<file path="config.mk">
export PLATFORM = sky130hd
export DESIGN_NAME = mul_iter_32bit
export DESIGN_NICKNAME = d
export VERILOG_FILES = /design/src/rtl/mul_iter_32bit_pkg.sv /design/src/rtl/Adder_CLA_32bit.sv /design/src/rtl/mul_iter_32bit.sv
export SDC_FILE = /design/constraint.sdc
export NUM_CORES = 1
export LEC_CHECK = 0
export CAP_MARGIN = 20
export CORE_UTILIZATION = 50
export DETAILED_ROUTE_END_ITERATION = 16
export PLACE_DENSITY = 0.79
export SLEW_MARGIN = 10
export SYNTH_ARGS = -nofsm -noshare
export SYNTH_HDL_FRONTEND = slang
export SYNTH_SLANG_ARGS = --single-unit
export TNS_END_PERCENT = 30
</file>
<file path="constraint.sdc">
create_clock -name clk -period 9.8 [get_ports clk]
set_input_delay 0.98 -clock clk [delete_from_list [all_inputs] [get_ports clk]]
set_output_delay 0.98 -clock clk [all_outputs]
set_load 0.005 [all_outputs]
</file>
<file path="src/rtl/mul_iter_32bit_pkg.sv">
// rtl/mul_iter_32bit_pkg.sv - shared definitions for the iterative 32-bit multiplier
// Purpose: word length, FSM state encodings, step count and operand-magnitude helper.
// Ports:   none (package).
package mul_iter_32bit_pkg;

   localparam int WORD_LEN   = 32;
   localparam int STEP_COUNT = 32;

   typedef enum logic [1:0] {
      ST_IDLE = 2'd0,
      ST_RUN  = 2'd1,
      ST_FIX  = 2'd2,
      ST_DONE = 2'd3
   } state_t;

   // Two's-complement magnitude. -2^31 maps to 0x80000000, which is exact
   // when the result is read back as an unsigned word.
   function automatic logic [WORD_LEN-1:0] magnitude(input logic [WORD_LEN-1:0] v,
                                                     input logic             is_signed);
      return (is_signed && v[WORD_LEN-1]) ? (~v + WORD_LEN'(1)) : v;
   endfunction

endpackage

</file>
<file path="src/rtl/Adder_CLA_32bit.sv">
// rtl/Adder_CLA_32bit.sv - 32-bit carry-lookahead adder
// Purpose: s = a + b + inC, built from 4-bit lookahead groups chained by group carry.
// Ports:   a, b   - 32-bit addends
//          inC    - carry in
//          s      - 32-bit sum
//          outC   - carry out
module Adder_CLA_32bit (
   input  logic [31:0] a,
   input  logic [31:0] b,
   input  logic        inC,
   output logic [31:0] s,
   output logic        outC
);

   logic [31:0] g;
   logic [31:0] p;
   logic [3:0]  gg;
   logic [3:0]  gp;
   logic        cy;
   logic        c0, c1, c2, c3, c4;

   assign g = a & b;
   assign p = a ^ b;

   always_comb begin
      s  = '0;
      gg = '0;
      gp = '0;
      cy = inC;
      c0 = 1'b0;
      c1 = 1'b0;
      c2 = 1'b0;
      c3 = 1'b0;
      c4 = 1'b0;
      for (int gi = 0; gi < 8; gi++) begin
         gg = g[gi*4 +: 4];
         gp = p[gi*4 +: 4];
         c0 = cy;
         c1 = gg[0] | (gp[0] & c0);
         c2 = gg[1] | (gp[1] & gg[0]) | (gp[1] & gp[0] & c0);
         c3 = gg[2] | (gp[2] & gg[1]) | (gp[2] & gp[1] & gg[0])
                    | (gp[2] & gp[1] & gp[0] & c0);
         c4 = gg[3] | (gp[3] & gg[2]) | (gp[3] & gp[2] & gg[1])
                    | (gp[3] & gp[2] & gp[1] & gg[0]) | ((&gp) & c0);
         s[gi*4 +: 4] = gp ^ {c3, c2, c1, c0};
         cy = c4;
      end
      outC = cy;
   end

endmodule

</file>
<file path="src/rtl/mul_iter_32bit.sv">
// rtl/mul_iter_32bit.sv - iterative shift-add 32x32 multiplier, signed/unsigned
// Purpose: 32 shift-add steps on operand magnitudes, then one sign-fix cycle.
// Ports:   clk, rst (async, active-high)
//          start, op_signed, a, b - request and operands (bit 0 = MSB)
//          busy, done             - status; done is a one-cycle pulse
//          res_hi, res_lo, ovf    - last completed 64-bit product and overflow flag
module mul_iter_32bit
   import mul_iter_32bit_pkg::*;
#(
   parameter int WORD_LEN = mul_iter_32bit_pkg::WORD_LEN
) (
   input  logic                clk,
   input  logic                rst,
   input  logic                start,
   input  logic                op_signed,
   input  logic [0:WORD_LEN-1] a,
   input  logic [0:WORD_LEN-1] b,
   output logic                busy,
   output logic                done,
   output logic [0:WORD_LEN-1] res_hi,
   output logic [0:WORD_LEN-1] res_lo,
   output logic                ovf
);

   localparam int CNT_W = $clog2(STEP_COUNT);

   state_t                state;
   state_t                state_nxt;
   logic [CNT_W-1:0]      cnt;
   logic [WORD_LEN-1:0]   mcand;
   logic [WORD_LEN-1:0]   mplier;
   logic [WORD_LEN-1:0]   prod_hi;
   logic [WORD_LEN-1:0]   prod_lo;
   logic                  res_sign;
   logic                  sgn_mode;
   logic [WORD_LEN-1:0]   add_b;
   logic [WORD_LEN-1:0]   add_s;
   logic                  add_c;
   logic [2*WORD_LEN-1:0] fixed;
   logic                  ovf_nxt;
   logic                  last_step;
   logic                  accept;

   assign last_step = (cnt == CNT_W'(STEP_COUNT - 1));
   assign accept    = start && ((state == ST_IDLE) || (state == ST_DONE));

   // Partial product: add the multiplicand only when the current multiplier LSB is set.
   assign add_b = mplier[0] ? mcand : '0;

   Adder_CLA_32bit u_add (
      .a    (prod_hi),
      .b    (add_b),
      .inC  (1'b0),
      .s    (add_s),
      .outC (add_c)
   );

   // Apply the result sign to the unsigned magnitude product.
   assign fixed = res_sign ? (~{prod_hi, prod_lo} + (2*WORD_LEN)'(1)) : {prod_hi, prod_lo};

   // Signed fit: the high word must be a pure sign extension of the low word.
   assign ovf_nxt = sgn_mode ? (fixed[2*WORD_LEN-1:WORD_LEN] != {WORD_LEN{fixed[WORD_LEN-1]}})
                             : (fixed[2*WORD_LEN-1:WORD_LEN] != '0);

   always_ff @(posedge clk or posedge rst) begin
      if (rst) state <= ST_IDLE;
      else     state <= state_nxt;
   end

   always_comb begin
      state_nxt = state;
      busy      = 1'b0;
      done      = 1'b0;
      case (state)
         ST_IDLE: if (start) state_nxt = ST_RUN;
         ST_RUN: begin
            busy = 1'b1;
            if (last_step) state_nxt = ST_FIX;
         end
         ST_FIX: begin
            busy      = 1'b1;
            state_nxt = ST_DONE;
         end
         ST_DONE: begin
            done      = 1'b1;
            state_nxt = start ? ST_RUN : ST_IDLE;
         end
         default: state_nxt = ST_IDLE;
      endcase
   end

   always_ff @(posedge clk or posedge rst) begin
      if (rst) begin
         cnt      <= '0;
         mcand    <= '0;
         mplier   <= '0;
         prod_hi  <= '0;
         prod_lo  <= '0;
         res_sign <= 1'b0;
         sgn_mode <= 1'b0;
         res_hi   <= '0;
         res_lo   <= '0;
         ovf      <= 1'b0;
      end else if (accept) begin
         mcand    <= magnitude(a, op_signed);
         mplier   <= magnitude(b, op_signed);
         res_sign <= op_signed & (a[0] ^ b[0]);
         sgn_mode <= op_signed;
         prod_hi  <= '0;
         prod_lo  <= '0;
         cnt      <= '0;
      end else if (state == ST_RUN) begin
         // Shift right with the adder carry landing in the top of the high word.
         prod_hi <= {add_c, add_s[WORD_LEN-1:1]};
         prod_lo <= {add_s[0], prod_lo[WORD_LEN-1:1]};
         mplier  <= mplier >> 1;
         cnt     <= cnt + CNT_W'(1);
      end else if (state == ST_FIX) begin
         res_hi <= fixed[2*WORD_LEN-1:WORD_LEN];
         res_lo <= fixed[WORD_LEN-1:0];
         ovf    <= ovf_nxt;
      end
   end

endmodule
</file>
* Word level (Yosys, flattened, before mapping)
Index checks and enable logic that the tools add are counted.
** Word-level totals
- Register bits after elaboration :: 202
- Input port bits :: 68
- Output and inout port bits :: 67
- Word-level logic and storage cells :: 265
** Cells by class
- Add/subtract/negate cells :: 4
- Equality and inequality tests :: 7
- Muxes and demuxes :: 19
- Bitwise operators :: 207
- Reduce and logical (&&, ||, !) cells :: 17
** Operators with widths (count)
- $mux W32 :: 9
- $and A1 B1 Y1 :: 115
- $or A1 B1 Y1 :: 76
- $add A32 B1 Y32 const B :: 2
- $add A64 B1 Y64 const B :: 1
- $mux W64 :: 1
- $not A32 Y32 :: 2
- $not A64 Y64 :: 1
- $and A32 B32 Y32 :: 1
- $ne A32 B32 Y1 :: 1
- $reduce_bool A32 Y1 :: 1
- $xor A32 B32 Y32 :: 1
- $xor A4 B4 Y4 :: 8
- $reduce_and A4 Y1 :: 7
- $mux W5 :: 2
- $pmux W2 S4 :: 1
- $add A5 B1 Y5 const B :: 1
- $eq A5 B5 Y1 const B :: 1
- $eq A2 B2 Y1 const B :: 2
- $mux W1 :: 4
- $mux W2 :: 2
- $ne A2 B2 Y1 const B :: 2
- $logic_and A1 B1 Y1 :: 3
- $reduce_and A3 Y1 :: 1
- 8 further kinds :: 9

* Logic depth before layout (Yosys ltp)
- Depth in word-level cells :: 23
- Mapped depth :: 16

* By module
A second synthesis with hierarchy kept.
** Second synthesis, totals
- Cells, all modules :: 1396
- Area, all modules :: 12694.7 um^2
** Modules (own cells, without submodules)
- mul_iter_32bit :: times used 1, cells each 1225, area each 11290.8 um^2, sequential area each 5054.8 um^2
- Adder_CLA_32bit :: times used 1, cells each 171, area each 1403.8 um^2, sequential area each 0.0 um^2

* Worst setup path after synthesis
No wires, ideal clock.
- Path type :: input-to-reg
- Start :: in b[21] (netlist bit)
- End :: reg mplier[29]
- Arrival :: 3.923 ns
- Path slack :: 5.740 ns
- Stages on the path :: 10
- Buffers on the path :: 0
- Cells stage by stage :: or4_1 > or4_1 > or3_1 > or4_1 > or3_1 > o31ai_1 > o21a_1 > nand2_1 > xnor2_1 > a21oi_1
** On the way
- Word-level cells in the longest chain between the ends :: 4
** Ends and longest elaborated chain
- start: declaration :: line mul_iter_32bit.sv:17 : input logic [0:WORD_LEN-1] b,
- $not A32 Y32 :: line mul_iter_32bit_pkg.sv:20 : return (is_signed && v[WORD_LEN-1]) ? (~v + WORD_LEN'(1)) : v;
- $add A32 B1 Y32 :: line mul_iter_32bit_pkg.sv:20
- $mux W32 :: line mul_iter_32bit_pkg.sv:20
- $mux W32 :: line mul_iter_32bit.sv:104 : end else if (accept) begin
- end signal: assignment :: line mul_iter_32bit.sv:106 : mplier <= magnitude(b, op_signed);
- end signal: assignment :: line mul_iter_32bit.sv:116 : mplier <= mplier >> 1;
- end: declaration :: line mul_iter_32bit.sv:31 : logic [WORD_LEN-1:0] mplier;
Every way passes these cells.
A chain may end at the register's enable or synchronous reset.

* Final worst setup path
- Start :: reg prod_lo[20]
- End :: reg ovf
** On the way
- Word-level cells in the longest chain between the ends :: 5
** Ends and longest elaborated chain
- start: declaration :: line mul_iter_32bit.sv:33 : logic [WORD_LEN-1:0] prod_lo;
- start signal: assignment :: line mul_iter_32bit.sv:115 : prod_lo <= {add_s[0], prod_lo[WORD_LEN-1:1]};
- $not A64 Y64 * :: line mul_iter_32bit.sv:59 : assign fixed = res_sign ? (~{prod_hi, prod_lo} + (2*WORD_LEN)'(1)) : {prod_hi, prod_lo};
- $add A64 B1 Y64 * :: line mul_iter_32bit.sv:59
- $mux W64 * :: line mul_iter_32bit.sv:59
- $ne A32 B32 Y1 or $reduce_bool A32 Y1 (tied branches) :: line mul_iter_32bit.sv:62, mul_iter_32bit.sv:63
- $mux W1 * :: line mul_iter_32bit.sv:62 : assign ovf_nxt = sgn_mode ? (fixed[2*WORD_LEN-1:WORD_LEN] != {WORD_LEN{fixed[WORD_LEN-1]}})
- end signal: assignment :: line mul_iter_32bit.sv:121 : ovf <= ovf_nxt;
- end: declaration :: line mul_iter_32bit.sv:22 : output logic ovf
Every way passes the cells marked *; elsewhere a longest branch is shown, timed or not.

==> impl_metrics.toml <==
[route]
wl_um = 30200
viasPerCell = 5.74
drc = 0
drt_iter0_markers = 828
wl_per_cell_um = 16.1
first_pass_iters = 5
route.antenna.remaining_nets = 0
vias = 10700

[clocking]
clock_sinks = 202
clock_tree.root_cell = "clkbuf_16"
postCtsSetupBuffers = 0
numCtsBuffers = 22
clockBufferDepth = 3
clk_latency_ps = 520
h-tree-depth = 1
path_clk_slew_ps = 60
cts_hold_buffers = 0
cts_tree = "built"
ctsResizeCount = 0

[global_routing]
use_met2 = 0.382
grt_overflow = 0
gr-max-usage-layer = "met2"
grt_first_pass_wirelength_um = 51100
grt_max_degree = 126
antenna_found_initial = 0
grt.met3_usage = 0.0345
grt_usage = 0.235
grt_pass1_vias = 10300
use_met1 = 0.330

[worst_setup_path]
critPathCaptureType = "flop"
critPathLaunch = "prod_lo[20]$_DFFE_PP0P_"
crit_arrival_ps = 4830
worstPathMaxFanout = 12
cp-start-kind = "flop"
regToRegEndpoint = "ovf$_DFFE_PP0P_"
r2r_cells = 10
regToRegStartpoint = "prod_lo[20]$_DFFE_PP0P_"
crit_required_ps = 10210
worstSetupPathType = "reg -> reg"
r2r_slack_ps = 5380

[floorplan]
rows = 58
die_h_um = 162
die_x_um = 162
fp.coreArea_mm2 = 0.0251
die_area_mm2 = 0.0262
io-pin-count = 135
start_util = 0.508

[layout]
n_antenna_cell = 0
drive_gt1_frac = 0.0467
area_growth_pct = 18.2
fillCellCount = 2191
final_nets = 1643

[logic_synthesis]
yosysMostFrequentCell = "dfrtp_1"
syn-num-nets = 1557
seq_area_frac_synth = 0.396
synth_top_area_frac = 0.396
synth_top_area_cell = "dfrtp_1"
async_reset_ff_frac = 1.00
syn_area_mm2 = 0.0128
synth_cell_types = 61
synth_common_cells = "dfrtp_1, nand2_1, o21ai_0, nor2_1, xor2_1"
synth-seq-cells = 202
ys_warn_count = 0
ys_top_cells_by_area = "dfrtp_1, o21ai_0, mux2i_1"
synthCells = 1439
avgSynthCellArea_um2 = 8.87
synth-main-ff-cell = "dfrtp_1"
synth_edf_count = 0

[placed_design]
pre_cts_slack_ps = 5010
dp_hpwl_um = 21600
io_buffers = 134
gp_congestion = 0.885

[hold_path]
min_from = "mcand[28]$_DFFE_PP0P_"
hold_path_class = "reg -> reg"
min_to = "mcand[28]$_DFFE_PP0P_"
min_path_cells = 2

[timing]
worst_pin_slew_ps = 1040
final.setup_skew_ps = 24.2
fin_ws_ps = 5380
setup_tns_ps = 0
timing.final.crit_share = 0.451
setup_viol = 0
fin_crit_ps = 4420
rsz0062_at_grt = "no"
slew_headroom = 0.302
finalHoldViolCount = 0
clock.fmax_mhz = 226
drv_slew = 0

[power]
p_total_w = 0.00446
ir_drop_mv = 0.157
power_density_mw_per_mm2 = 295
leakagePower_nw = 6.56

[outcome]
status = "completed"

[flow_run]
maxCapViolCount = 0
==> layout make-up <==
class	instances	area, um2	area share
Multi-Input combinational cell	1128	7310	0.485
Sequential cell	202	5060	0.335
Timing Repair Buffer	142	1440	0.0955
Clock buffer	31	634	0.0420
Tap cell	330	413	0.0274
Inverter	29	116	0.00771
Clock inverter	9	113	0.00746
==> worst max-delay path, cell delays in order, from the launching register on <==
cell      delay [ps]
dfrtp_1          430
nor4_1           900
nand4_1          510
or4_4            750
o41ai_2          490
xor2_1           250
nor4_1            90
and4_1           220
o2111a_1         240
o21bai_1         180
a211oi_2         240
==> power breakdown <==
part / internal (W) / switching [W]
clock: 0.000506 / 0.000341
combinational: 0.000934 / 0.00127
sequential: 0.00113 / 0.000278
total: 0.00257 / 0.00189
==> worst max-delay path by stage <==
stage	to	depth (start not counted)
final	ovf$_DFFE_PP0P_	10
after CTS	ovf$_DFFE_PP0P_	10
after global routing	ovf$_DFFE_PP0P_	10
after floorplan	cnt[0]$_DFFE_PP0P_	1
after global placement	mplier[29]$_DFFE_PP0P_	11
after detailed placement	mplier[29]$_DFFE_PP0P_	11
==> routing by layer <==
metal	routed length [um]	vias to the layer above
met2	13700	308
met4	591	0
met5	0	-
li1	-	5255
met1	14100	5134
met3	1730	50
==> registers in the layout, summed over array words and instances, names as in the netlist <==
register  count
res_lo       32
mplier       32
prod_lo      32
cnt           5
res_sign      1
state         2
ovf           1
prod_hi      32
sgn_mode      1
mcand        32
res_hi       32
==> layout by cell type, fill, tap and decap left out, drive strengths merged, types with 21 or more instances in the layout <==
cell	count
xor2	83
clkdlybuf4s50	134
nor4	26
o21ai	155
nand2	195
o41ai	23
a21oi	52
and2	38
nor3	28
clkbuf	31
mux2i	75
ha	42
or4	21
dfrtp	202
o31ai	31
inv	28
nor2	127
xnor2	61
==> cells by family (layout without fill, tap and decap cells) <==
group                      Yosys count  count (layout)  synth area share
buffers and inverters              109             211            0.0328
and+or+nand+nor                    536             536             0.201
adders and majority gates           50              50            0.0537
muxes                               78              78            0.0615
AOI/OAI and AO/OA                  320             320             0.156
DFF                                202             202             0.396
xor gates and xnor gates           144             144            0.0988
==> through the flow <==
step                hold slack [ps]  utilization  area [um2]  instances
floorplan                       442            -       12800       1439
global placement                455        0.569       14300       1829
detailed placement              465        0.569       14300       1829
CTS                             478        0.599       15000       1869
global route                    509        0.601       15100       1871
finish                          473        0.601       15100       1871
Note: power is estimated with default switching activity, not from simulation.
